==> config.mk <==
export PLATFORM = sky130hd
export DESIGN_NAME = imem_load_ctrl_flat
export DESIGN_NICKNAME = d
export VERILOG_FILES = /design/src/rtl/imem_load_ctrl_if.sv /design/src/rtl/imem_load_ctrl.sv /design/src/flat_wrapper.sv
export SDC_FILE = /design/constraint.sdc
export NUM_CORES = 1
export LEC_CHECK = 0
export CORE_MARGIN = 4
export CORE_UTILIZATION = 37
export DETAILED_ROUTE_END_ITERATION = 7
export PLACE_DENSITY = 0.75
export SLEW_MARGIN = 20
export SYNTH_ARGS = -nofsm -noshare
export SYNTH_HDL_FRONTEND = slang
export SYNTH_SLANG_ARGS = --single-unit
==> constraint.sdc <==
create_clock -name clk -period 1.6 [get_ports clk]
set_input_delay 0.32 -clock clk [delete_from_list [all_inputs] [get_ports clk]]
set_output_delay 0.32 -clock clk [all_outputs]
set_load 0.02 [all_outputs]
==> src/rtl/imem_load_ctrl_if.sv <==
// AXI4-Lite write-only channel bundle between the SoC interconnect and the imem loader.
interface imem_load_ctrl_if;
  logic        s_awvalid;
  logic        s_awready;
  logic [10:0] s_awaddr;
  logic        s_wvalid;
  logic        s_wready;
  logic [31:0] s_wdata;
  logic [3:0]  s_wstrb;
  logic        s_bvalid;
  logic        s_bready;
  logic [1:0]  s_bresp;

  modport master (
    output s_awvalid, s_awaddr, s_wvalid, s_wdata, s_wstrb, s_bready,
    input  s_awready, s_wready, s_bvalid, s_bresp
  );

  modport slave (
    input  s_awvalid, s_awaddr, s_wvalid, s_wdata, s_wstrb, s_bready,
    output s_awready, s_wready, s_bvalid, s_bresp
  );
endinterface

==> src/rtl/imem_load_ctrl.sv <==
// Loads the instruction memory over AXI4-Lite writes while holding the core in reset,
// then releases the core with a timed reset/flush tail once HOLD is cleared.
module imem_load_ctrl #(
  parameter logic        BOOT_HOLD    = 1'b1,
  parameter int unsigned RESET_CYCLES = 4
) (
  input  logic                   clk,
  input  logic                   rst,
  imem_load_ctrl_if.slave        bus,
  input  logic                   fetch_en,
  input  logic                   flush_in,
  output logic                   imem_write_en,
  output logic [7:0]             imem_write_addr,
  output logic [31:0]            imem_write_data,
  output logic                   imem_read_en,
  output logic                   imem_flush,
  output logic                   core_rst
);

  localparam logic [3:0] REL_INIT = 4'(RESET_CYCLES);
  localparam logic [1:0] RESP_OKAY   = 2'b00;
  localparam logic [1:0] RESP_SLVERR = 2'b10;

  typedef enum logic [1:0] {IDLE, WRITE, RESP} state_t;

  state_t      state, state_nxt;
  logic        hold;
  logic [3:0]  rel_cnt;
  logic [1:0]  bresp;
  logic        hs;

  logic [10:2] lat_addr;
  logic [3:0]  lat_strb;
  logic        lat_d0;

  logic        imem_ok, ctrl_ok, imem_live_ok;
  logic        unused_addr_lsb;

  assign unused_addr_lsb = ^bus.s_awaddr[1:0];

  // Decode of the latched transaction, evaluated during WRITE.
  assign imem_ok      = ~lat_addr[10] & hold & (lat_strb == 4'hF);
  assign ctrl_ok      = lat_addr[10] & (lat_addr[9:2] == 8'd0);
  assign imem_live_ok = ~bus.s_awaddr[10] & hold & (bus.s_wstrb == 4'hF);

  always_comb begin
    state_nxt = state;
    hs        = 1'b0;
    case (state)
      IDLE: begin
        if (bus.s_awvalid && bus.s_wvalid) begin
          hs        = 1'b1;
          state_nxt = WRITE;
        end
      end
      WRITE:   state_nxt = RESP;
      RESP:    if (bus.s_bready) state_nxt = IDLE;
      default: state_nxt = IDLE;
    endcase
  end

  assign bus.s_awready = hs & ~rst;
  assign bus.s_wready  = hs & ~rst;
  assign bus.s_bvalid  = (state == RESP);
  assign bus.s_bresp   = bresp;

  // A reset landing in the WRITE cycle must suppress the strobe in that same cycle.
  assign imem_write_en = (state == WRITE) & imem_ok & ~rst;

  assign core_rst      = hold | (rel_cnt != 4'd0);
  assign imem_read_en  = fetch_en & ~core_rst;
  assign imem_flush    = flush_in | core_rst;

  always_ff @(posedge clk) begin
    if (hs) begin
      lat_addr <= bus.s_awaddr[10:2];
      lat_strb <= bus.s_wstrb;
      lat_d0   <= bus.s_wdata[0];
    end
  end

  always_ff @(posedge clk) begin
    if (rst) begin
      state           <= IDLE;
      hold            <= BOOT_HOLD;
      rel_cnt         <= 4'd0;
      bresp           <= RESP_OKAY;
      imem_write_addr <= 8'd0;
      imem_write_data <= 32'd0;
    end else begin
      state <= state_nxt;
      // Address/data only move on a write that will actually be performed.
      if (hs && imem_live_ok) begin
        imem_write_addr <= bus.s_awaddr[9:2];
        imem_write_data <= bus.s_wdata;
      end
      if (state == WRITE)
        bresp <= (imem_ok || ctrl_ok) ? RESP_OKAY : RESP_SLVERR;
      if ((state == WRITE) && ctrl_ok && (lat_d0 != hold)) begin
        hold    <= lat_d0;
        rel_cnt <= lat_d0 ? 4'd0 : REL_INIT;
      end else if (!hold && (rel_cnt != 4'd0)) begin
        rel_cnt <= rel_cnt - 4'd1;
      end
    end
  end

endmodule

==> src/flat_wrapper.sv <==
// flat-port wrapper written by rule: the top's interface ports become plain ports
module imem_load_ctrl_flat 
#(
  parameter logic        BOOT_HOLD    = 1'b1,
  parameter int unsigned RESET_CYCLES = 4
)
  (clk, rst, fetch_en, flush_in, imem_write_en, imem_write_addr, imem_write_data, imem_read_en, imem_flush, core_rst, bus_s_awvalid, bus_s_awaddr, bus_s_wvalid, bus_s_wdata, bus_s_wstrb, bus_s_bready, bus_s_awready, bus_s_wready, bus_s_bvalid, bus_s_bresp);
  imem_load_ctrl_if bus_i ();
  input  logic clk;
  input  logic rst;
  input  logic fetch_en;
  input  logic flush_in;
  output logic imem_write_en;
  output logic [7:0] imem_write_addr;
  output logic [31:0] imem_write_data;
  output logic imem_read_en;
  output logic imem_flush;
  output logic core_rst;
  input wire logic [$bits(bus_i.s_awvalid)-1:0] bus_s_awvalid;
  input wire logic [$bits(bus_i.s_awaddr)-1:0] bus_s_awaddr;
  input wire logic [$bits(bus_i.s_wvalid)-1:0] bus_s_wvalid;
  input wire logic [$bits(bus_i.s_wdata)-1:0] bus_s_wdata;
  input wire logic [$bits(bus_i.s_wstrb)-1:0] bus_s_wstrb;
  input wire logic [$bits(bus_i.s_bready)-1:0] bus_s_bready;
  output wire logic [$bits(bus_i.s_awready)-1:0] bus_s_awready;
  output wire logic [$bits(bus_i.s_wready)-1:0] bus_s_wready;
  output wire logic [$bits(bus_i.s_bvalid)-1:0] bus_s_bvalid;
  output wire logic [$bits(bus_i.s_bresp)-1:0] bus_s_bresp;
  assign bus_i.s_awvalid = bus_s_awvalid;
  assign bus_i.s_awaddr = bus_s_awaddr;
  assign bus_i.s_wvalid = bus_s_wvalid;
  assign bus_i.s_wdata = bus_s_wdata;
  assign bus_i.s_wstrb = bus_s_wstrb;
  assign bus_i.s_bready = bus_s_bready;
  assign bus_s_awready = bus_i.s_awready;
  assign bus_s_wready = bus_i.s_wready;
  assign bus_s_bvalid = bus_i.s_bvalid;
  assign bus_s_bresp = bus_i.s_bresp;
  imem_load_ctrl #(.BOOT_HOLD(BOOT_HOLD), .RESET_CYCLES(RESET_CYCLES)) u_core (.clk(clk), .rst(rst), .bus(bus_i), .fetch_en(fetch_en), .flush_in(flush_in), .imem_write_en(imem_write_en), .imem_write_addr(imem_write_addr), .imem_write_data(imem_write_data), .imem_read_en(imem_read_en), .imem_flush(imem_flush), .core_rst(core_rst));
endmodule
======== After elaboration in Yosys (flattened, before gate mapping) ========
Index checks and enable logic that the tools add are counted.
word-level totals
  output and inout port bits .............. 49
  input bits .............................. 54
  word-level logic and storage cells ...... 53
  bits in registers ....................... 63
operators by class
  eq/ne operators ......................... 7
  bitwise operators ....................... 15
  reduce and logical (&&, ||, !) cells .... 12
  add/sub/neg operators ................... 1
  mux-type cells .......................... 9
operators with widths
  kind                                                                     count
  1-bit bitwise AND                                                        9
  4-bit equality test, second input constant                               2
  8-bit zero test                                                          1
  4-bit two-way mux                                                        2
  2-bit two-way mux                                                        3
  2-bit one-hot mux with 3 select lines                                    1
  1-bit logical AND                                                        5
  1-bit NOT                                                                4
  4-bit nonzero test                                                       1
  4-bit by 1-bit subtractor with 4-bit output, second input constant       1
  3-bit two-way mux                                                        1
  2-bit by 1-bit equality test with 1-bit output, second input constant    1
  2-bit equality test, second input constant                               1
  2-bit zero test                                                          1
  1-bit two-way mux                                                        2
  2-bit by 1-bit inequality test with 1-bit output, second input constant  1
  2-bit inequality test, second input constant                             1
  1-bit OR                                                                 2
  2-bit AND reduction                                                      1
  2-bit nonzero test                                                       1
  1-bit zero test                                                          1
  1-bit logical OR                                                         1
  1-bit inequality test                                                    1

======== Longest topological paths before layout ========
  depth in word-level cells ............... 5
  depth in mapped cells ................... 6
  depth with buffers taken out ............ 6

======== Worst setup path after synthesis ========
OpenSTA, ideal clock, no wires.
  path kind ............................... reg2reg
  from .................................... register u_core.lat_addr[8] in the netlist's numbering
  to ...................................... register u_core.rel_cnt[2]
  buffers on the path ..................... 0
  arrival ................................. 1.562 ns
  stages on the path, launching flop included .. 5
  required time ........................... 1.473 ns
  path slack .............................. -0.089 ns
  clock period less this slack ............ 1.689 ns
  library setup time ...................... 0.127 ns
  cells stage by stage .................... edfxtp_1 > or4b_4 > nor4_4 > nor3_1 > or3_1
between the ends
  cells in the longest elaborated chain, start to end .. 5
  elaborated cells on any way between the ends .. 6
  classes of those cells .................. mux: 1; bitwise: 1; reduce/logical: 4
ends and longest elaborated chain
  what                                                            line                   RTL
  start, declared                                                 imem_load_ctrl.sv:32   logic [10:2] lat_addr;
  start signal, assigned                                          imem_load_ctrl.sv:76   lat_addr <= bus.s_awaddr[10:2];
  8-bit zero test (*)                                             imem_load_ctrl.sv:43   assign ctrl_ok = lat_addr[10] & (lat_addr[9:2] == 8'd0);
  1-bit bitwise AND (*)                                           imem_load_ctrl.sv:43
  1-bit logical AND (*) (2 in series)                             imem_load_ctrl.sv:99   if ((state == WRITE) && ctrl_ok && (lat_d0 != hold)) begin
  4-bit two-way mux / 2-bit nonzero test (equally long branches)  n/a
  end signal, assigned                                            imem_load_ctrl.sv:101  rel_cnt <= lat_d0 ? 4'd0 : REL_INIT;
  end signal, assigned                                            imem_load_ctrl.sv:103  rel_cnt <= rel_cnt - 4'd1;
  end, declared                                                   imem_load_ctrl.sv:28   logic [3:0] rel_cnt;
Every way passes the cells marked *; elsewhere a longest branch is shown, timed or not.
A chain may end at the register's enable or synchronous reset.

======== Final worst setup path ========
  from .................................... input bus_s_awvalid
  to ...................................... register u_core.imem_write_data[9]
between the ends
  cells in the longest elaborated chain, start to end .. 4
ends and longest elaborated chain
  what                  line                  RTL
  start, declared       flat_wrapper.sv:19    input wire logic [$bits(bus_i.s_awvalid)-1:0] bus_s_awvalid;
  1-bit logical AND     imem_load_ctrl.sv:51  if (bus.s_awvalid && bus.s_wvalid) begin
  1-bit two-way mux     imem_load_ctrl.sv:51
  1-bit two-way mux     imem_load_ctrl.sv:49  case (state)
  1-bit logical AND     imem_load_ctrl.sv:93  if (hs && imem_live_ok) begin
  end signal, assigned  imem_load_ctrl.sv:95  imem_write_data <= bus.s_wdata;
  end, declared         imem_load_ctrl.sv:14  output logic [31:0] imem_write_data,
No other way between the ends.

==> qor.csv <==
stage,metric,value,unit
timing,skew,0.00608,ns
power,power.leakage,1.91,nW
critical_path,crit_slowest_cell,or4b_4,
placement,io_buffers,99,
yosys,yosysUniqueCellTypes,35,
route,avgRoutedWirePerCell,16.8,um
die,die-width,87.5,um
yosys,syn_avg_cell_area,9.33,um2
timing,fmax,543,MHz
worst_hold_path,hp-start,bus_s_wstrb[0],
critical_path,setup.worst_path.start,bus_s_awvalid,
yosys,syn_inst,251,
critical_path,reg2reg_depth,7,
timing,finalSetupViolCount,51,
yosys,ys_seq_area_share,59.0,%
worst_hold_path,hold_class,primary input to flip-flop,
timing,setup_ws,-0.243,ns
yosys,synth-edff-count,14,
die,boundaryPins,103,
final_layout,layout_common_cells,"clkdlybuf4s50_1 (46), dfxtp_1 (44), nand2_1 (41), dlygate4sd2_1 (34), a21oi_1 (25)",
critical_path,cp.arrival,2.05,ns
final_layout,antenna_cells,0,
timing,whs,0.327,ns
worst_hold_path,hold_path_depth,1,
grt,grt_start_max_net_pins,25,
yosys,synth_area,2340,um2
timing,tns,-8.63,ns
final_layout,nFillCells,419,
grt,grt_usage,18.7,%
clocking,numClockSinks,62,
yosys,yosysWarnings,0,
final_layout,drive_above_1_share,38.1,%
critical_path,worstPathMaxFanout,6,
route,drt_first_pass_iters,6,
critical_path,rrSetupSlack,-0.23,ns
critical_path,crit_cells,7,
final_layout,synthToLayoutAreaGrowth,89.5,%
route,drc,0,
grt,grt_pass1_wl,11.0,mm
die,design.core.area,6030,um2
timing,fin_crit_sh,115,%
route,viasPerCell,4.88,
final_layout,finalInstanceArea,4440,um2
timing,min_period,1.84,ns
critical_path,cp_top_family,buffers and inverters,
grt,overflow,0,
yosys,ys.flop_type,dfxtp_1,
clocking,cts_tree,yes,
route,vias,2273,
die,initial_core_util,38.8,%
clocking,clock_path_buffers,2,
die,dieHeight,87.5,um
timing,grt_setup_unrepaired,yes,
yosys,syn-num-nets,306,
clocking,numCtsBuffers,9,
placement,dp_hpwl,4.34,mm
die,dieArea,7660,um2
status,outcome,finished with violations,
critical_path,critical_path_class,primary input to flip-flop,
critical_path,max_stage_delay,0.60,ns
critical_path,path_cells,"clkdlybuf4s50_1, nand4bb_4, or4b_4, buf_12, clkbuf_16, nand2_2, a21oi_1",
final_layout,final_nets,441,
clocking,ctsHoldBuffers,0,
power,p_per_area,755,nW/um2
critical_path,required,1.81,ns
timing,finalMaxSlewViolations,0,
critical_path,cp-end-kind,flip-flop,
critical_path,crit_buf_inv,3,
route,antenna_left,0,
critical_path,worstSetupStartpointType,primary input,
clocking,clk_pin_slew_worst_paths,0.07,ns
placement,gp_congestion,0.712,
die,rows,28,
yosys,async_flop_share,0,%
power,ir_drop,0.000588,V
route,routed_wl,7.81,mm
grt,grt_antenna_before_repair,0,
critical_path,reg2reg_from,u_core.state[0],
run,maxCapViolations,0,
status,violations,negative setup slack,
route,drt_iter0_drc,68,
yosys,synth.ff_latch_count,62,
final_layout,final_common_cell,clkdlybuf4s50_1,
clocking,clk_latency,0.32,ns
clocking,h-tree-depth,3,
timing,hold_violations,0,
grt,grt_pass1_vias,2262,
clocking,root_buffer,clkbuf_8,
placement,place_area,3530,um2
==> cell type report <==
cell class / count / area, um2 / area share (%)
Multi-Input combinational cell: 168 / 1220 / 27.5
Inverter: 4 / 15.0 / 0.339
Tap cell: 75 / 93.8 / 2.12
Timing Repair Buffer: 141 / 1510 / 34.0
Sequential cell: 62 / 1390 / 31.3
Clock inverter: 3 / 40.0 / 0.903
Clock buffer: 13 / 170 / 3.84
==> where the power goes <==
| group | internal (mW) | leakage [nW] | switching [mW] |
|---|---|---|---|
| Clock | 0.854 | 0.109 | 0.584 |
| Combinational | 0.167 | 1.28 | 0.109 |
| Sequential | 1.63 | 0.518 | 0.0102 |
==> synthesized netlist by cell type, types with 2 or more instances <==
| cell | number | area, um2 |
|---|---|---|
| nand2_1 | 82 | 308 |
| dfxtp_1 | 48 | 961 |
| a21oi_1 | 45 | 225 |
| edfxtp_1 | 14 | 420 |
| buf_2 | 8 | 40.0 |
| clkbuf_1 | 6 | 22.5 |
| nor2_1 | 6 | 22.5 |
| inv_1 | 4 | 15.0 |
| nand2b_1 | 3 | 18.8 |
| nor3_1 | 3 | 15.0 |
| or3_1 | 3 | 18.8 |
| a211oi_1 | 2 | 15.0 |
| buf_4 | 2 | 15.0 |
| nand4_1 | 2 | 12.5 |
| nor2b_1 | 2 | 12.5 |
| nor3b_1 | 2 | 15.0 |
==> cells by family (layout without fill, tap and decap cells) <==
logic type	Yosys count	in the layout	share of synthesized area [%]
AOI/OAI and AO/OA	49	49	11.1
xor gates and xnor gates	2	2	0.748
adders and majority gates	1	1	0.534
buffers and inverters	21	161	4.11
DFF	62	62	59.0
other	1	1	0.160
and+or+nand+nor	115	115	24.4
==> sequential cells by signal, summed over array words and instances (netlist names) <==
signal	cells
u_core.hold	1
u_core.lat_addr	9
u_core.imem_write_addr	8
u_core.bus.s_bresp	1
u_core.lat_d0	1
u_core.state	2
u_core.imem_write_data	32
u_core.rel_cnt	4
u_core.lat_strb	4
==> layer usage <==
| layer | vias to the layer above | routed length (um) | track usage, % |
|---|---|---|---|
| met4 | 0 | 78 | 8.37 |
| met5 | - | 0 | 0 |
| met3 | 5 | 458 | 3.67 |
| met1 | 1083 | 3240 | 23.1 |
| li1 | 1114 | - | - |
| met2 | 71 | 4030 | 31.6 |
==> worst paths after layout <==
kind,to
worst max register to register,u_core.imem_write_data[9]
worst max-delay path,u_core.imem_write_data[9]
worst min-delay path,u_core.lat_strb[0]
worst min register to register,u_core.imem_write_addr[4]
==> through the flow <==
step	utilization [%]	power (mW)	worst slack (ns)	instances
detailed placement	58.5	1.91	-0.461	430
CTS	66.5	3.35	-0.205	460
floorplan	-	1.73	-0.0891	251
global placement	58.5	1.91	-0.409	430
finish	73.6	3.35	-0.243	466
global route	73.6	3.47	-0.279	466
==> timing repair <==
action / in CTS / in global routing
gates resized for setup: 109 / 107
endpoints found under the setup margin: 82 / 63
pin swaps: 17 / 48
setup buffers: 8 / 6
gates cloned: 6 / 7
(Power assumes the default switching activity.)
